File: src/rtl/fetch_sequencer_if.sv
`default_nettype none
// ============================================================================
//  Module      : fetch_sequencer_if
//  Description : Memory, redirect/halt and instruction-stream signals of the
//                fetch sequencer. The master side is the sequencer; the slave
//                side is the instruction memory plus decode.
//  Revision    : 1.0  initial release
// ============================================================================
interface fetch_sequencer_if #(
    parameter int ADDR_W = 16,
    parameter int INST_W = 32
) ();
    logic [ADDR_W-1:0] mem_addr;
    logic [INST_W-1:0] mem_data;
    logic              mem_valid;
    logic              redir_valid;
    logic [ADDR_W-1:0] redir_pc;
    logic              halt;
    logic              inst_valid;
    logic [INST_W-1:0] inst;
    logic [ADDR_W-1:0] inst_pc;
    logic              inst_ready;
    logic              busy;

    modport master (
        output mem_addr,
        input  mem_data, mem_valid,
        input  redir_valid, redir_pc, halt,
        output inst_valid, inst, inst_pc,
        input  inst_ready,
        output busy
    );

    modport slave (
        input  mem_addr,
        output mem_data, mem_valid,
        output redir_valid, redir_pc, halt,
        input  inst_valid, inst, inst_pc,
        output inst_ready,
        input  busy
    );
endinterface
`default_nettype wire

File: src/rtl/fetch_sequencer.sv
`default_nettype none
// ============================================================================
//  Module      : fetch_sequencer
//  Description : Owns the PC, drives the instruction-memory address and turns
//                the memory's 1-cycle registered read into a valid/ready
//                instruction stream. A 2-entry {pc,inst} buffer absorbs decode
//                back-pressure; redirects flush everything in flight.
//  Revision    : 1.0  initial release
// ============================================================================
module fetch_sequencer #(
    parameter int ADDR_W    = 16,
    parameter int INST_W    = 32,
    parameter int PC_RESET  = 0,
    parameter int ADDR_LAST = 50
) (
    input  logic               clk,
    input  logic               rst,
    fetch_sequencer_if.master  bus
);

    localparam logic [ADDR_W-1:0] C_PC_RESET  = ADDR_W'(PC_RESET);
    localparam logic [ADDR_W-1:0] C_ADDR_LAST = ADDR_W'(ADDR_LAST);

    typedef enum logic [1:0] {
        ST_BOOT = 2'd0,
        ST_RUN  = 2'd1,
        ST_HALT = 2'd2
    } state_t;

    state_t            state_q;
    logic [ADDR_W-1:0] pc_q;
    logic              inflight_q;
    logic [ADDR_W-1:0] inflight_pc_q;
    logic [1:0]        count_q;
    // Entry 0 is always the head; entry 1 shifts into it on pop.
    logic [ADDR_W-1:0] pc0_q, pc1_q;
    logic [INST_W-1:0] inst0_q, inst1_q;

    logic [ADDR_W-1:0] next_pc_d;
    logic              redir_d;
    logic              pop_d;
    logic              push_d;
    logic              issue_d;
    logic [2:0]        occupancy_d;

    // Per-edge decisions: redirect, pop, capture (push) and issue credit.
    always_comb begin
        next_pc_d   = (pc_q == C_ADDR_LAST) ? C_PC_RESET : pc_q + ADDR_W'(1);
        redir_d     = bus.redir_valid && (state_q != ST_BOOT);
        pop_d       = (count_q != 2'd0) && bus.inst_ready;
        push_d      = inflight_q && bus.mem_valid;
        occupancy_d = {1'b0, count_q} + {2'b00, inflight_q} - {2'b00, pop_d};
        // A stalled read (mem_valid low) blocks a new issue so its address is
        // never overwritten before the data arrives.
        issue_d     = (state_q == ST_RUN) && !bus.halt && !redir_d &&
                      (occupancy_d < 3'd2) && (!inflight_q || bus.mem_valid);
    end

    // FSM, PC, in-flight tracking and buffer update in one sequential block.
    always_ff @(posedge clk) begin
        if (rst) begin
            state_q       <= ST_BOOT;
            pc_q          <= C_PC_RESET;
            inflight_q    <= 1'b0;
            inflight_pc_q <= '0;
            count_q       <= 2'd0;
            pc0_q         <= '0;
            pc1_q         <= '0;
            inst0_q       <= '0;
            inst1_q       <= '0;
        end else begin
            // A redirect leaves the FSM where it is (HALT stays HALT).
            if (!redir_d) begin
                case (state_q)
                    ST_BOOT: state_q <= ST_RUN;
                    ST_RUN:  if (bus.halt)  state_q <= ST_HALT;
                    ST_HALT: if (!bus.halt) state_q <= ST_RUN;
                    default: state_q <= ST_BOOT;
                endcase
            end

            if (redir_d) begin
                count_q    <= 2'd0;
                inflight_q <= 1'b0;
                pc_q       <= bus.redir_pc;
            end else begin
                if (issue_d) begin
                    inflight_q    <= 1'b1;
                    inflight_pc_q <= pc_q;
                    pc_q          <= next_pc_d;
                end else if (push_d) begin
                    inflight_q <= 1'b0;
                end

                case ({push_d, pop_d})
                    2'b10:   count_q <= count_q + 2'd1;
                    2'b01:   count_q <= count_q - 2'd1;
                    default: count_q <= count_q;
                endcase

                if (push_d && ((count_q == 2'd0) || (count_q == 2'd1 && pop_d))) begin
                    pc0_q   <= inflight_pc_q;
                    inst0_q <= bus.mem_data;
                end else if (pop_d && (count_q == 2'd2)) begin
                    pc0_q   <= pc1_q;
                    inst0_q <= inst1_q;
                end

                if (push_d && ((count_q == 2'd1 && !pop_d) || (count_q == 2'd2 && pop_d))) begin
                    pc1_q   <= inflight_pc_q;
                    inst1_q <= bus.mem_data;
                end
            end
        end
    end

    // The issue credit must make a push into a full buffer impossible.
    always_ff @(posedge clk) begin
        if (!rst && !redir_d) begin
            assert (!(push_d && !pop_d && (count_q == 2'd2)));
        end
    end

    assign bus.mem_addr   = pc_q;
    assign bus.inst_valid = (count_q != 2'd0);
    assign bus.inst       = inst0_q;
    assign bus.inst_pc    = pc0_q;
    assign bus.busy       = inflight_q || (count_q != 2'd0);

endmodule
`default_nettype wire

File: src/flat_wrapper.sv
// flat-port wrapper written by rule: the top's interface ports become plain ports
module fetch_sequencer_flat 
#(
    parameter int ADDR_W    = 16,
    parameter int INST_W    = 32,
    parameter int PC_RESET  = 0,
    parameter int ADDR_LAST = 50
)
  (clk, rst, bus_mem_addr, bus_mem_data, bus_mem_valid, bus_redir_valid, bus_redir_pc, bus_halt, bus_inst_valid, bus_inst, bus_inst_pc, bus_inst_ready, bus_busy);
  fetch_sequencer_if #(.ADDR_W(ADDR_W), .INST_W(INST_W)) bus_i ();
  input  logic clk;
  input  logic rst;
  output wire logic [$bits(bus_i.mem_addr)-1:0] bus_mem_addr;
  input wire logic [$bits(bus_i.mem_data)-1:0] bus_mem_data;
  input wire logic [$bits(bus_i.mem_valid)-1:0] bus_mem_valid;
  input wire logic [$bits(bus_i.redir_valid)-1:0] bus_redir_valid;
  input wire logic [$bits(bus_i.redir_pc)-1:0] bus_redir_pc;
  input wire logic [$bits(bus_i.halt)-1:0] bus_halt;
  output wire logic [$bits(bus_i.inst_valid)-1:0] bus_inst_valid;
  output wire logic [$bits(bus_i.inst)-1:0] bus_inst;
  output wire logic [$bits(bus_i.inst_pc)-1:0] bus_inst_pc;
  input wire logic [$bits(bus_i.inst_ready)-1:0] bus_inst_ready;
  output wire logic [$bits(bus_i.busy)-1:0] bus_busy;
  assign bus_mem_addr = bus_i.mem_addr;
  assign bus_i.mem_data = bus_mem_data;
  assign bus_i.mem_valid = bus_mem_valid;
  assign bus_i.redir_valid = bus_redir_valid;
  assign bus_i.redir_pc = bus_redir_pc;
  assign bus_i.halt = bus_halt;
  assign bus_inst_valid = bus_i.inst_valid;
  assign bus_inst = bus_i.inst;
  assign bus_inst_pc = bus_i.inst_pc;
  assign bus_i.inst_ready = bus_inst_ready;
  assign bus_busy = bus_i.busy;
  fetch_sequencer #(.ADDR_W(ADDR_W), .INST_W(INST_W), .PC_RESET(PC_RESET), .ADDR_LAST(ADDR_LAST)) u_core (.clk(clk), .rst(rst), .bus(bus_i));
endmodule
File: config.mk
export PLATFORM = sky130hd
export DESIGN_NAME = fetch_sequencer_flat
export DESIGN_NICKNAME = d
export VERILOG_FILES = /design/src/rtl/fetch_sequencer_if.sv /design/src/rtl/fetch_sequencer.sv /design/src/flat_wrapper.sv
export SDC_FILE = /design/constraint.sdc
export NUM_CORES = 1
export LEC_CHECK = 0
export ABC_AREA = 1
export BUFFER_PORTS_ARGS = -buffer_cell sky130_fd_sc_hd__buf_2
export CAP_MARGIN = 10
export CORE_MARGIN = 2
export CORE_UTILIZATION = 59
export DETAILED_ROUTE_END_ITERATION = 12
export GPL_TIMING_DRIVEN = 0
export HOLD_SLACK_MARGIN = 0.15
export PLACE_DENSITY = 0.95
export SYNTH_ARGS = -nofsm -noshare
export SYNTH_HDL_FRONTEND = slang
export SYNTH_SLANG_ARGS = --single-unit
File: constraint.sdc
create_clock -name clk -period 4.6 [get_ports clk]
set_input_delay 0.92 -clock clk [delete_from_list [all_inputs] [get_ports clk]]
set_output_delay 0.92 -clock clk [all_outputs]
set_load 0.02 [all_outputs]
==> run summary <==
P_sw: 1.05 mW
total wire length: 16.6 mm
IO Port Bufs: 118
# DRC: 0
via/cell ratio: 5.53
htree depth: 4
number of global-route vias before repair: 5924
Max Fclk: 0.335 GHz
Pre-antenna DRT Iters: 5
R2R cell count: 13
Synth Instances: 855
ys flop type: dfxtp_1
initial antenna violation count: 0
I/O pin total: 120
RSZ-0062 raised after global routing: no
xor/xnor cell area share of the yosys netlist: 0.00437
Clk network pwr share: 0.420
mux share of post-synthesis cell area: 0
Max Cap Viol: 0
grt total ovfl: 0
CTS max path bufs: 2
Yosys reg bits: 133
Pint: 2.33 mW
DIE AREA: 11000 sq um
Routed Antenna Nets: 0
Num CTS Buffers: 17
fill cell count: 720
Cell Area, Synth: 6010 sq um
complex-gate fraction of the synthesized area: 0.213
crit path max fanout: 10
Synth Area in Adders: 0.0138
Final GP Congestion: 0.917
die height: 105 microns
final setup TNS: 0 ps
count of final setup violators: 0
# diodes: 0
P&R area growth vs syn: 22.9%
CTS resizes: 0
largest cells by area after synthesis: dfxtp_1 (44%), o21ai_0 (11%), nor2_1 (8.6%)
hold path depth: 2
Crit. End Element: register
Placement Setup Slack: 1450 ps
kind of critical path: register to register
first-pass GRT wire length: 27.0 mm
R2R setup slack: 1620 ps
Final Cycle Share: 0.648
final cell count without fillers: 1138
Leak Pwr: 3.57 nW
Initial Util: 0.612
Arr. time, crit path: 3440 ps
Final Skew: 7.25 ps
simple-gate share of the synthesized area: 0.217
min-delay worst type: register to register
Placed Cells: 1106
Slew Limit Fails: 0
Die X: 105 microns
Tmin final: 2980 ps
Critical Path Source Type: register
# hold bufs at CTS: 0
Synth top area share: 0.443
TritonCTS clock tree: done
Netlist cell types: 30
Vias: 6298
clk_lat worst skew: 520 ps
1st-iter DRT viols: 435
switching part of the total power: 0.310
hpwl dp: 11.0 mm
CP required: 5050 ps
largest family of logic cells by synthesized area: simple AND/OR/NAND/NOR gates
Avg Cell Area, Syn: 7.02 sq um
clock slew at reported path FFs: 60 ps
Ys Warns: 0
Seq/Total Area, Yosys: 0.443
combinational power share: 0.191
area occupied by registers: 2660 sq um
list of most frequent post-synthesis cells: nor2_1 (137), nand2_1 (135), dfxtp_1 (133)
Worst VDD drop: 0.335 mV
CTS sink cnt: 133
Worst Tran Pin Value: 515 ps
row count: 36
syn_nets: 915
final core occ: 0.752
Root Buffer: clkbuf_8
Nets: 1052
postcts setup bufs: 0
number of flops mapped to enable cells by yosys: 0
GRT Overall Usage: 0.299
top-count cell post-synth: nor2_1
WHS: 483 ps
async set-reset flop share out of synthesis: 0
WL/cell: 14.6 microns
multi-input logic area: 2690 sq um
final hold viol count: 0
core area: 9820 sq um
top cell type by total area after synthesis: dfxtp_1
status: finished clean
sequential share of power: 0.389
share of cells above drive strength 1: 0.192
Slew headroom: 0.657
largest net degree at the start of global routing: 17
worst setup margin: 1620 ps
power per cell area: 458 nW/um^2
[placed cells by master, fill, tap and decap left out, types with 2 or more instances in the layout]
master      count
clkbuf_1       28
inv_6           3
ha_1            5
a21oi_1        78
dfxtp_1       133
inv_1          80
nor3_1          3
clkinv_4        4
o21ai_0       128
nand3_1        38
o21ai_1        35
bufinv_16       4
nand3_2         2
nor2_1        137
a21oi_4         2
clkbuf_2        2
clkbuf_16      16
buf_4           2
xor2_1          2
buf_2         129
inv_2           7
o21bai_1        2
nand4_1         3
nand2_1       135
clkinvlp_4      2
buf_6          13
nand2_2         2
[registers in the layout (all words and copies together) (netlist names)]
| name | flops |
|---|---|
| u_core.inflight_q | 1 |
| u_core.inst1_q | 32 |
| u_core.bus.inst | 32 |
| u_core.bus.mem_addr | 16 |
| u_core.inflight_pc_q | 16 |
| u_core.pc1_q | 16 |
| u_core.count_q | 2 |
| u_core.bus.inst_pc | 16 |
| u_core.state_q | 2 |
[power groups by stage]
| stage | Clock, mW | Sequential (mW) | Combinational, mW |
|---|---|---|---|
| final | 1.42 | 1.31 | 0.646 |
| after global routing | 1.48 | 1.32 | 0.715 |
| after detailed placement | 0 | 1.33 | 0.626 |
| after floorplan | 0 | 1.38 | 0.381 |
| after CTS | 1.42 | 1.31 | 0.638 |
| after global placement | 0 | 1.33 | 0.607 |
[layer usage]
metal / up-vias / routed length, microns / share of wire / track usage
li1: 3048 / - / - / -
met5: - / 0 / 0 / 0
met1: 2855 / 6670 / 0.40 / 0.359
met4: 0 / 440 / 0.026 / 0.130
met2: 343 / 8090 / 0.49 / 0.516
met3: 52 / 1420 / 0.085 / 0.0643
[cell families after synthesis]
group | Yosys count
AO/OA/AOI/OAI | 248
XOR/XNOR | 3
adder cells (fa/ha/maj) | 6
buffers and inverters | 142
flip-flops | 133
AND/OR/NAND/NOR | 323
[path summary, 6_finish.rpt]
| check | from | end |
|---|---|---|
| worst max register to register | u_core.count_q[1] | u_core.bus.mem_addr[0] |
| worst min register to register | u_core.inflight_pc_q[13] | u_core.pc1_q[13] |
| worst max-delay path | u_core.count_q[1] | u_core.bus.mem_addr[0] |
| worst min-delay path | u_core.inflight_pc_q[13] | u_core.pc1_q[13] |
[layout make-up]
type                            instances  area share
Multi-Input combinational cell        580       0.364
Inverter                               87      0.0442
Buffer                                 55      0.0444
Clock inverter                         14      0.0273
Timing Repair Buffer                  118      0.0800
Tap cell                              133      0.0225
Sequential cell                       133       0.361
Clock buffer                           18      0.0566
[critical path: stages, from the launching register on]
cell and delay (ps):
dfxtp_1 400, inv_1 110, ha_1 260, nor3_1 360
o21ai_0 200, fa_1 410, nand2_1 90, nand2_1 50
nor2_1 100, nand3_2 180, clkbuf_1 260, nor3_1 310
nor2_1 90, nor2_1 90
[through the flow]
step	power [mW]	area, sq um
after floorplan	1.76	6010
after global placement	1.94	6760
after detailed placement	1.96	6760
after CTS	3.36	7380
after global routing	3.51	7380
final	3.38	7380
(Power assumes the default switching activity.)
